## src/rtl/gate_truth_sequencer_if.sv

```systemverilog
// Run-control and result bundle between whoever requests a truth-table run
// (buttons, a test host) and the sequencer that executes it.
interface gate_truth_sequencer_if #(
  parameter int N_IN = 2
);
  logic            start;
  logic            busy;
  logic            done;
  logic            result_valid;
  logic            pass;
  logic [N_IN-1:0] fail_index;

  // Requester side: issues start, observes progress and result.
  modport master (
    output start,
    input  busy, done, result_valid, pass, fail_index
  );

  // Sequencer side: accepts start, reports progress and result.
  modport slave (
    input  start,
    output busy, done, result_valid, pass, fail_index
  );
endinterface

```

## src/rtl/gate_truth_sequencer.sv

```systemverilog
// Truth-table sequencer for a small combinational gate under test (GUT).
// Walks every input vector in ascending order, lets each settle for SETTLE
// cycles, samples the GUT output once per vector against EXPECTED, and
// latches pass / first-failing index. The status LED glows dimly on a pass
// and blinks at 50% on a fail.
module gate_truth_sequencer #(
  parameter int                  N_IN     = 2,
  parameter logic [(1<<N_IN)-1:0] EXPECTED = 4'b0111,
  parameter int                  SETTLE   = 4,
  parameter int                  DIM_BITS = 8
) (
  input  logic                   clk,
  input  logic                   rst_n,
  gate_truth_sequencer_if.slave  ctl,
  output logic [N_IN-1:0]        dut_in_o,
  input  logic                   dut_out_i,
  output logic                   led_o
);

  localparam int V  = 1 << N_IN;
  // Counter just wide enough to hold SETTLE itself.
  localparam int SW = $clog2(SETTLE + 1);

  // idx is one bit wider than the vector so V-1 compares without wrap concerns.
  localparam logic [N_IN:0] IDX_LAST    = (N_IN + 1)'(V - 1);
  localparam logic [N_IN:0] IDX_ONE     = (N_IN + 1)'(1);
  localparam logic [SW-1:0] SETTLE_LOAD = SW'(SETTLE);
  localparam logic [SW-1:0] SETTLE_ONE  = SW'(1);
  localparam logic [DIM_BITS-1:0] DIM_ONE = DIM_BITS'(1);

  typedef enum logic [1:0] {
    ST_IDLE,
    ST_DRIVE,
    ST_SAMPLE,
    ST_DONE
  } state_e;

  state_e                state_q;
  logic [N_IN:0]         idx_q;
  logic [N_IN:0]         idx_d;
  logic [SW-1:0]         settle_q;
  logic                  err_q;
  logic [N_IN-1:0]       dut_in_q;
  logic                  busy_q;
  logic                  done_q;
  logic                  result_valid_q;
  logic                  pass_q;
  logic [N_IN-1:0]       fail_index_q;
  logic [DIM_BITS-1:0]   dim_ctr_q;
  logic                  led_q;
  logic                  led_d;

  // Expected truth table unpacked bit by bit so the lookup is a plain mux.
  logic [V-1:0]          exp_tbl;
  logic                  exp_bit;
  logic                  mismatch;

  genvar gi;
  generate
    for (gi = 0; gi < V; gi++) begin : g_exp
      assign exp_tbl[gi] = EXPECTED[gi];
    end
  endgenerate

  // Only the low N_IN bits address the table; idx never exceeds V-1 in SAMPLE.
  assign exp_bit  = exp_tbl[idx_q[N_IN-1:0]];
  assign mismatch = dut_out_i ^ exp_bit;
  assign idx_d    = idx_q + IDX_ONE;

  // Run sequencer: state, vector index, settle timer, error tracking and all
  // run-related outputs are registered together in one place.
  always_ff @(posedge clk or negedge rst_n) begin
    if (!rst_n) begin
      state_q        <= ST_IDLE;
      idx_q          <= '0;
      settle_q       <= '0;
      err_q          <= 1'b0;
      dut_in_q       <= '0;
      busy_q         <= 1'b0;
      done_q         <= 1'b0;
      result_valid_q <= 1'b0;
      pass_q         <= 1'b0;
      fail_index_q   <= '0;
    end else begin
      done_q <= 1'b0;
      case (state_q)
        ST_IDLE: begin
          // A held start relaunches on every IDLE cycle; no queuing elsewhere.
          if (ctl.start) begin
            result_valid_q <= 1'b0;
            pass_q         <= 1'b0;
            fail_index_q   <= '0;
            err_q          <= 1'b0;
            idx_q          <= '0;
            dut_in_q       <= '0;
            settle_q       <= SETTLE_LOAD;
            busy_q         <= 1'b1;
            state_q        <= ST_DRIVE;
          end
        end

        ST_DRIVE: begin
          // GUT output is deliberately not looked at while it settles.
          if (settle_q == SETTLE_ONE) begin
            state_q <= ST_SAMPLE;
          end else begin
            settle_q <= settle_q - SETTLE_ONE;
          end
        end

        ST_SAMPLE: begin
          // Only the first mismatch is recorded.
          if (mismatch && !err_q) begin
            fail_index_q <= idx_q[N_IN-1:0];
            err_q        <= 1'b1;
          end
          if (idx_q == IDX_LAST) begin
            busy_q  <= 1'b0;
            done_q  <= 1'b1;
            state_q <= ST_DONE;
          end else begin
            idx_q    <= idx_d;
            dut_in_q <= idx_d[N_IN-1:0];
            settle_q <= SETTLE_LOAD;
            state_q  <= ST_DRIVE;
          end
        end

        ST_DONE: begin
          result_valid_q <= 1'b1;
          pass_q         <= ~err_q;
          dut_in_q       <= '0;
          state_q        <= ST_IDLE;
        end

        default: begin
          state_q <= ST_IDLE;
          busy_q  <= 1'b0;
        end
      endcase
    end
  end

  // Free-running dimming counter; wraps naturally.
  always_ff @(posedge clk or negedge rst_n) begin
    if (!rst_n) begin
      dim_ctr_q <= '0;
    end else begin
      dim_ctr_q <= dim_ctr_q + DIM_ONE;
    end
  end

  // Pass: one lit cycle per counter period. Fail: MSB gives a 50% blink.
  always_comb begin
    led_d = result_valid_q &
            ((pass_q & (dim_ctr_q == '0)) | (~pass_q & dim_ctr_q[DIM_BITS-1]));
  end

  // LED is registered so it lags result_valid / dim_ctr by one cycle.
  always_ff @(posedge clk or negedge rst_n) begin
    if (!rst_n) begin
      led_q <= 1'b0;
    end else begin
      led_q <= led_d;
    end
  end

  assign dut_in_o         = dut_in_q;
  assign led_o            = led_q;
  assign ctl.busy         = busy_q;
  assign ctl.done         = done_q;
  assign ctl.result_valid = result_valid_q;
  assign ctl.pass         = pass_q;
  assign ctl.fail_index   = fail_index_q;

endmodule

```

## src/flat_wrapper.sv

```systemverilog
// flat-port wrapper written by rule: the top's interface ports become plain ports
module gate_truth_sequencer_flat 
#(
  parameter int                  N_IN     = 2,
  parameter logic [(1<<N_IN)-1:0] EXPECTED = 4'b0111,
  parameter int                  SETTLE   = 4,
  parameter int                  DIM_BITS = 8
)
  (clk, rst_n, dut_in_o, dut_out_i, led_o, ctl_start, ctl_busy, ctl_done, ctl_result_valid, ctl_pass, ctl_fail_index);
  gate_truth_sequencer_if #(.N_IN(N_IN)) ctl_i ();
  input  logic clk;
  input  logic rst_n;
  output logic [N_IN-1:0] dut_in_o;
  input  logic dut_out_i;
  output logic led_o;
  input wire logic [$bits(ctl_i.start)-1:0] ctl_start;
  output wire logic [$bits(ctl_i.busy)-1:0] ctl_busy;
  output wire logic [$bits(ctl_i.done)-1:0] ctl_done;
  output wire logic [$bits(ctl_i.result_valid)-1:0] ctl_result_valid;
  output wire logic [$bits(ctl_i.pass)-1:0] ctl_pass;
  output wire logic [$bits(ctl_i.fail_index)-1:0] ctl_fail_index;
  assign ctl_i.start = ctl_start;
  assign ctl_busy = ctl_i.busy;
  assign ctl_done = ctl_i.done;
  assign ctl_result_valid = ctl_i.result_valid;
  assign ctl_pass = ctl_i.pass;
  assign ctl_fail_index = ctl_i.fail_index;
  gate_truth_sequencer #(.N_IN(N_IN), .EXPECTED(EXPECTED), .SETTLE(SETTLE), .DIM_BITS(DIM_BITS)) u_core (.clk(clk), .rst_n(rst_n), .ctl(ctl_i), .dut_in_o(dut_in_o), .dut_out_i(dut_out_i), .led_o(led_o));
endmodule
```

## config.mk

```make
export PLATFORM = sky130hd
export DESIGN_NAME = gate_truth_sequencer_flat
export DESIGN_NICKNAME = d
export VERILOG_FILES = /design/src/rtl/gate_truth_sequencer_if.sv /design/src/rtl/gate_truth_sequencer.sv /design/src/flat_wrapper.sv
export SDC_FILE = /design/constraint.sdc
export NUM_CORES = 1
export LEC_CHECK = 0
export ABC_CLOCK_PERIOD_IN_PS = 1700
export CAP_MARGIN = 20
export CORE_UTILIZATION = 29
export CTS_BUF_LIST = sky130_fd_sc_hd__clkbuf_4 sky130_fd_sc_hd__clkbuf_8
export DETAILED_ROUTE_END_ITERATION = 8
export PLACE_DENSITY = 0.57
export RECOVER_POWER = 50
export SLEW_MARGIN = 20
export SYNTH_ARGS = -nofsm -noshare
export SYNTH_HDL_FRONTEND = slang
export SYNTH_SLANG_ARGS = --single-unit
```

## constraint.sdc

```tcl
create_clock -name clk -period 1.7 [get_ports clk]
set_input_delay 0.34 -clock clk [delete_from_list [all_inputs] [get_ports clk]]
set_output_delay 0.34 -clock clk [all_outputs]
set_load 0.01 [all_outputs]
```

# Yosys cells after proc, flatten, opt, wreduce, memory -nomap -nowiden
# Index checks and enable logic that the tools add are counted.
[totals]
register_bits = 26
elab_cells = 77
in_bits = 4
[classes]
bitwise_logic = 7
mux = 28
reduce_logical = 15
n_eq_ne = 11
n_lt_le_gt_ge = 1
n_addsub = 3
[op_table]
columns = ["cell", "n"]
rows = [
  ["3-bit 2-to-1 mux", 5],
  ["2-bit 2-to-1 mux", 6],
  ["3-bit AND reduction", 4],
  ["3-bit case mux with 3 select lines", 1],
  ["8-bit by 1-bit adder with 8-bit output (second input constant)", 1],
  ["8-bit logical NOT", 1],
  ["1-bit case mux with 2 select lines", 4],
  ["2-bit case mux with 4 select lines", 1],
  ["1-bit 2-to-1 mux", 7],
  ["2-bit by 1-bit inequality test with 1-bit output (second input constant)", 3],
  ["2-bit inequality test (second input constant)", 3],
  ["2-bit case mux with 3 select lines", 1],
  ["3-bit case mux with 2 select lines", 1],
  ["3-bit nonzero test", 2],
  ["2-bit equality test (second input constant)", 2],
  ["2-bit case mux with 2 select lines", 1],
  ["2-bit AND reduction", 2],
  ["4-bit AND reduction", 1],
  ["2-bit nonzero test", 2],
  ["3-bit by 1-bit adder with 3-bit output (second input constant)", 1],
  ["1-bit bitwise AND", 3],
  ["3-bit by 1-bit equality test with 1-bit output (second input constant)", 1],
  ["3-bit by 2-bit equality test with 1-bit output (second input constant)", 1],
  ["2-bit by 3-bit < comparator with 1-bit output (second input constant)", 1],
  ["9 further kinds", 10],
]

# Logic depth before layout (Yosys ltp)
[depth]
word_depth = 6
depth_mapped = 6
ltp_nobuf = 5

# Least setup slack after synthesis
# Ideal clock, no wire load.
[synth_path]
path_type = "register -> register"
start = "register u_core.idx_q[0]"
end = "register u_core.idx_q[2]"
setup_time_ps = 66
stages_incl_launch_ff = 7
arrival_time_ps = 1506
setup_slack_ps = 128
path_cell_list = "dfrtp_1 ha_1 ha_1 buf_2 or3_1 o21ai_1 a22o_1"
[synth_via]
elab_chain_len = 3
word_cells_on_any_way = 6
classes_between = "1 x add/sub; 2 x eq/ne; 2 x mux; 1 x reduce/logical"
[synth_rtl]
columns = ["item", "line_no", "text"]
rows = [
  ["start, declared", "gate_truth_sequencer.sv:39", "logic [N_IN:0] idx_q;"],
  ["start signal, assigned", "gate_truth_sequencer.sv:122", "idx_q <= idx_d;"],
  ["3-bit by 1-bit adder with 3-bit output / 3-bit by 2-bit equality test with 1-bit output (equally long branches)", "gate_truth_sequencer.sv:68, gate_truth_sequencer.sv:117", ""],
  ["3-bit 2-to-1 mux / 2-bit inequality test (equally long branches)", "-", ""],
  ["3-bit case mux with 2 select lines / 3-bit AND reduction (equally long branches)", "-", ""],
]
# Parallel ways exist; a longest one is shown, timed or not. The select of a mux whose other input is x is not followed.
# A chain may end at the register's enable or synchronous reset.

# Worst setup path after layout
[layout_path]
start = "register u_core.pass_q (netlist: u_core.ctl.pass)"
end = "output ctl_pass"
[layout_lines]
columns = ["item", "line_no", "text"]
rows = [
  ["start, declared", "gate_truth_sequencer.sv:47", "logic pass_q;"],
  ["start signal, assigned", "gate_truth_sequencer.sv:131", "pass_q <= ~err_q;"],
  ["end, declared", "flat_wrapper.sv:20", "output wire logic [$bits(ctl_i.pass)-1:0] ctl_pass;"],
]
# No word-level cell between the ends.

==> summary.md <==
| Metric | Value |
|---|---|
| Crit. Startpoint | `u_core.ctl.pass$_DFFE_PN0P_` |
| Slew HR | `55.9%` |
| HP Class | `reg -> reg` |
| Critical path launch point type | `register` |
| TritonCTS Sinks | `26` |
| Leakage power | `0.698 nW` |
| Delay-heaviest family, CP | `buffers and inverters` |
| Number of core rows | `23` |
| Worst EP required | `1.36 ns` |
| Final worst clock skew | `0.00759 ns` |
| Critical path endpoint category | `output port` |
| GRT overflow | `0` |
| Seq cells post-synth | `26` |
| Max-slew violations | `0` |
| Number of global-route vias before repair | `919` |
| Clk root buf | `clkbuf_8` |
| Fmax | `626 MHz` |
| Gr usage total | `12.2%` |
| Cts hold-fix bufs | `0` |
| Routed WL per cell | `12.3 um` |
| Die Wd | `67.5 um` |
| Post-synthesis sequential area ratio | `52.4%` |
| Detailed Place HPWL | `1.63 mm` |
| First-pass GRT wire length | `4.04 mm` |
| Min-Delay Startpoint | `u_core.dim_ctr_q[0]$_DFF_PN0_` |
| Port bufs | `12` |
| Period utilisation layout | `94.0%` |
| Most common cell after layout, fill and taps aside | `dfrtp_1` |
| Final Hold Violating Endpoints | `0` |
| Commonest non-fill, non-tap cells in the layout | `dfrtp_1, clkdlybuf4s50_1, nor2_1` |
| Worst-skew pair later-pin latency | `0.27 ns` |
| Remaining DRCs | `0` |
| Gp weighted congestion | `0.821` |
| Drt initial violations | `58` |
| Largest net degree at the start of global routing | `27` |
| Setup violators final | `0` |
| Resize count post-CTS | `0` |
| Max incr delay on CP | `0.56 ns` |
| Worst r2r src | `u_core.idx_q[0]$_DFFE_PN0P_` |
| Share of layout cells above drive strength 1 | `10.3%` |
| First-pass iteration count of the detailed router | `4` |
| Netlist Area Pre-Place | `1240 um^2` |
| Peak VDD IR | `0.000800 V` |
| Syn_nets | `128` |
| Final Net Count | `148` |
| IO Pins | `13` |
| Die area | `4550 um^2` |
| Run status | `finished, final reports clean` |
| PD cells | `1470 nW/um^2` |
| P&R area growth vs syn | `22.7%` |
| Clock buffer depth | `2` |
| Worst slew pin tran | `0.661 ns` |
| Initial core utilization | `30.6%` |
| Max Cap Violations | `0` |
| DR vias/cell | `4.76` |
| Slowest stage cell, crit path | `clkdlybuf4s50_1` |
| Critical Path AT | `1.26 ns` |
| Routed Antenna Nets | `0` |
| Fin crit period | `1.60 ns` |
| Power, Total | `0.00223 W` |
| Distinct cells, synth | `31` |
| Hold_ws | `0.509 ns` |
| Yosys warnings | `0` |
| Total Wirelength | `2.28 mm` |
| CP max FO | `5` |
| Setup Buffers After CTS | `0` |
| Critical path buffer and inverter count | `1` |
| Cell Chain, Critical Path | `clkdlybuf4s50_1` |
| TritonCTS clock tree | `built` |
| Via Count | `886` |
| Die H | `67.5 um` |
| Syn avg cell area | `10.6 um^2` |
| Core ar. | `4060 um^2` |
| Crit Path Category | `reg -> out` |
| RSZ-0062 raised after global routing | `false` |
| Final setup TNS | `0 ns` |
| TritonCTS Buffers | `3` |
| Clk slew on worst S/H paths | `0.10 ns` |
| Mapped Cells | `117` |
| Antenna violations before repair | `0` |
| H-tree levels | `1` |
| N_diodes | `0` |
-- state kept, by name (all words and copies together), names as in the netlist --
register / flops
u_core.ctl.busy: 1
u_core.ctl.done: 1
u_core.ctl.fail_index: 2
u_core.ctl.pass: 1
u_core.ctl.result_valid: 1
u_core.dim_ctr_q: 8
u_core.dut_in_o: 2
u_core.err_q: 1
u_core.idx_q: 3
u_core.led_o: 1
u_core.settle_q: 3
u_core.state_q: 2
-- layer usage --
layer | GRT usage, % | part of all wire, %
met2 | 21.0 | 48
met3 | 4.56 | 4.5
met4 | 3.19 | 0.79
met5 | 0 | 0
met1 | 14.2 | 47
-- worst paths after layout --
kind / slack [ns] / cells after the start / to
setup reg to reg: 0.13 / 5 / u_core.idx_q[2]$_DFFE_PN0P_
min in group asynchronous: 0.62 / 2 / u_core.dim_ctr_q[4]$_DFF_PN0_
hold reg to reg: 0.51 / 1 / u_core.dim_ctr_q[0]$_DFF_PN0_
hold / removal: 0.51 / 1 / u_core.dim_ctr_q[0]$_DFF_PN0_
setup / recovery: 0.10 / 1 / ctl_pass
max in group asynchronous: 0.65 / 2 / u_core.settle_q[2]$_DFFE_PN0P_
-- cells by family (layout without fill, tap and decap cells) --
family,count (synthesis),in the layout,share of synthesized area [%]
XOR/XNOR,7,7,4.93
adder cells (fa/ha/maj),7,7,7.05
flip-flops,26,26,52.4
AO/OA/AOI/OAI,22,22,11.6
buffers and inverters,11,30,3.63
AND/OR/NAND/NOR,40,40,17.1
multiplexers,4,4,3.32
-- synthesized netlist by cell type --
cell,n,area share [%]
a211o_1,1,0.71
a21oi_1,5,2.0
a22o_1,4,2.8
a311oi_1,1,0.71
and2_1,1,0.50
buf_2,3,1.2
dfrtp_1,26,52
ha_1,7,7.0
inv_1,6,1.8
inv_2,2,0.60
mux2_2,1,0.91
mux2i_1,3,2.4
nand2_1,8,2.4
nand2b_1,4,2.0
nand3_1,3,1.2
nand3b_1,1,0.60
nor2_1,10,3.0
nor2b_1,4,2.0
nor3_1,2,0.81
nor4b_1,2,1.4
o21ai_0,4,1.6
o21ai_1,3,1.2
o21bai_1,1,0.60
o22ai_1,1,0.50
o2bb2ai_1,2,1.4
or2_1,1,0.50
or3_1,2,1.0
or3_4,1,0.91
or3b_1,1,0.71
xnor2_1,2,1.4
xor2_1,5,3.5
-- worst reg2reg max path, delay by kind of cell, from the launching register on --
family | cells | cell delay [ns]
compound gates | 2 | 0.23
fa+ha+maj | 2 | 0.52
flops | 1 | 0.39
simple gates | 1 | 0.39
-- final cells by class --
class                   count  area, um^2
fillers                   382        2530
flip-flops and latches     26         651
multi-input cells          80         547
repair buffers             18         163
well taps                  50        62.6
clock buffers               3        41.3
clock inverters             1        30.0
inverters                   8        30.0
-- through the flow --
stage	instances	worst slack (ns)	utilization, %	area [um^2]
after floorplan	117	0.128	-	1240
after global placement	182	0.168	35.9	1460
after detailed placement	182	0.131	35.9	1460
after CTS	186	0.0898	37.6	1530
after global routing	186	0.00434	37.6	1520
final	186	0.101	37.6	1520
-- report_power, final --
part           internal, W  leakage, nW  switching [W]
clock network     0.000315       0.0357       0.000205
logic             0.000420        0.335       0.000390
registers         0.000770        0.327       0.000133
Note: power is estimated with default switching activity, not from simulation.
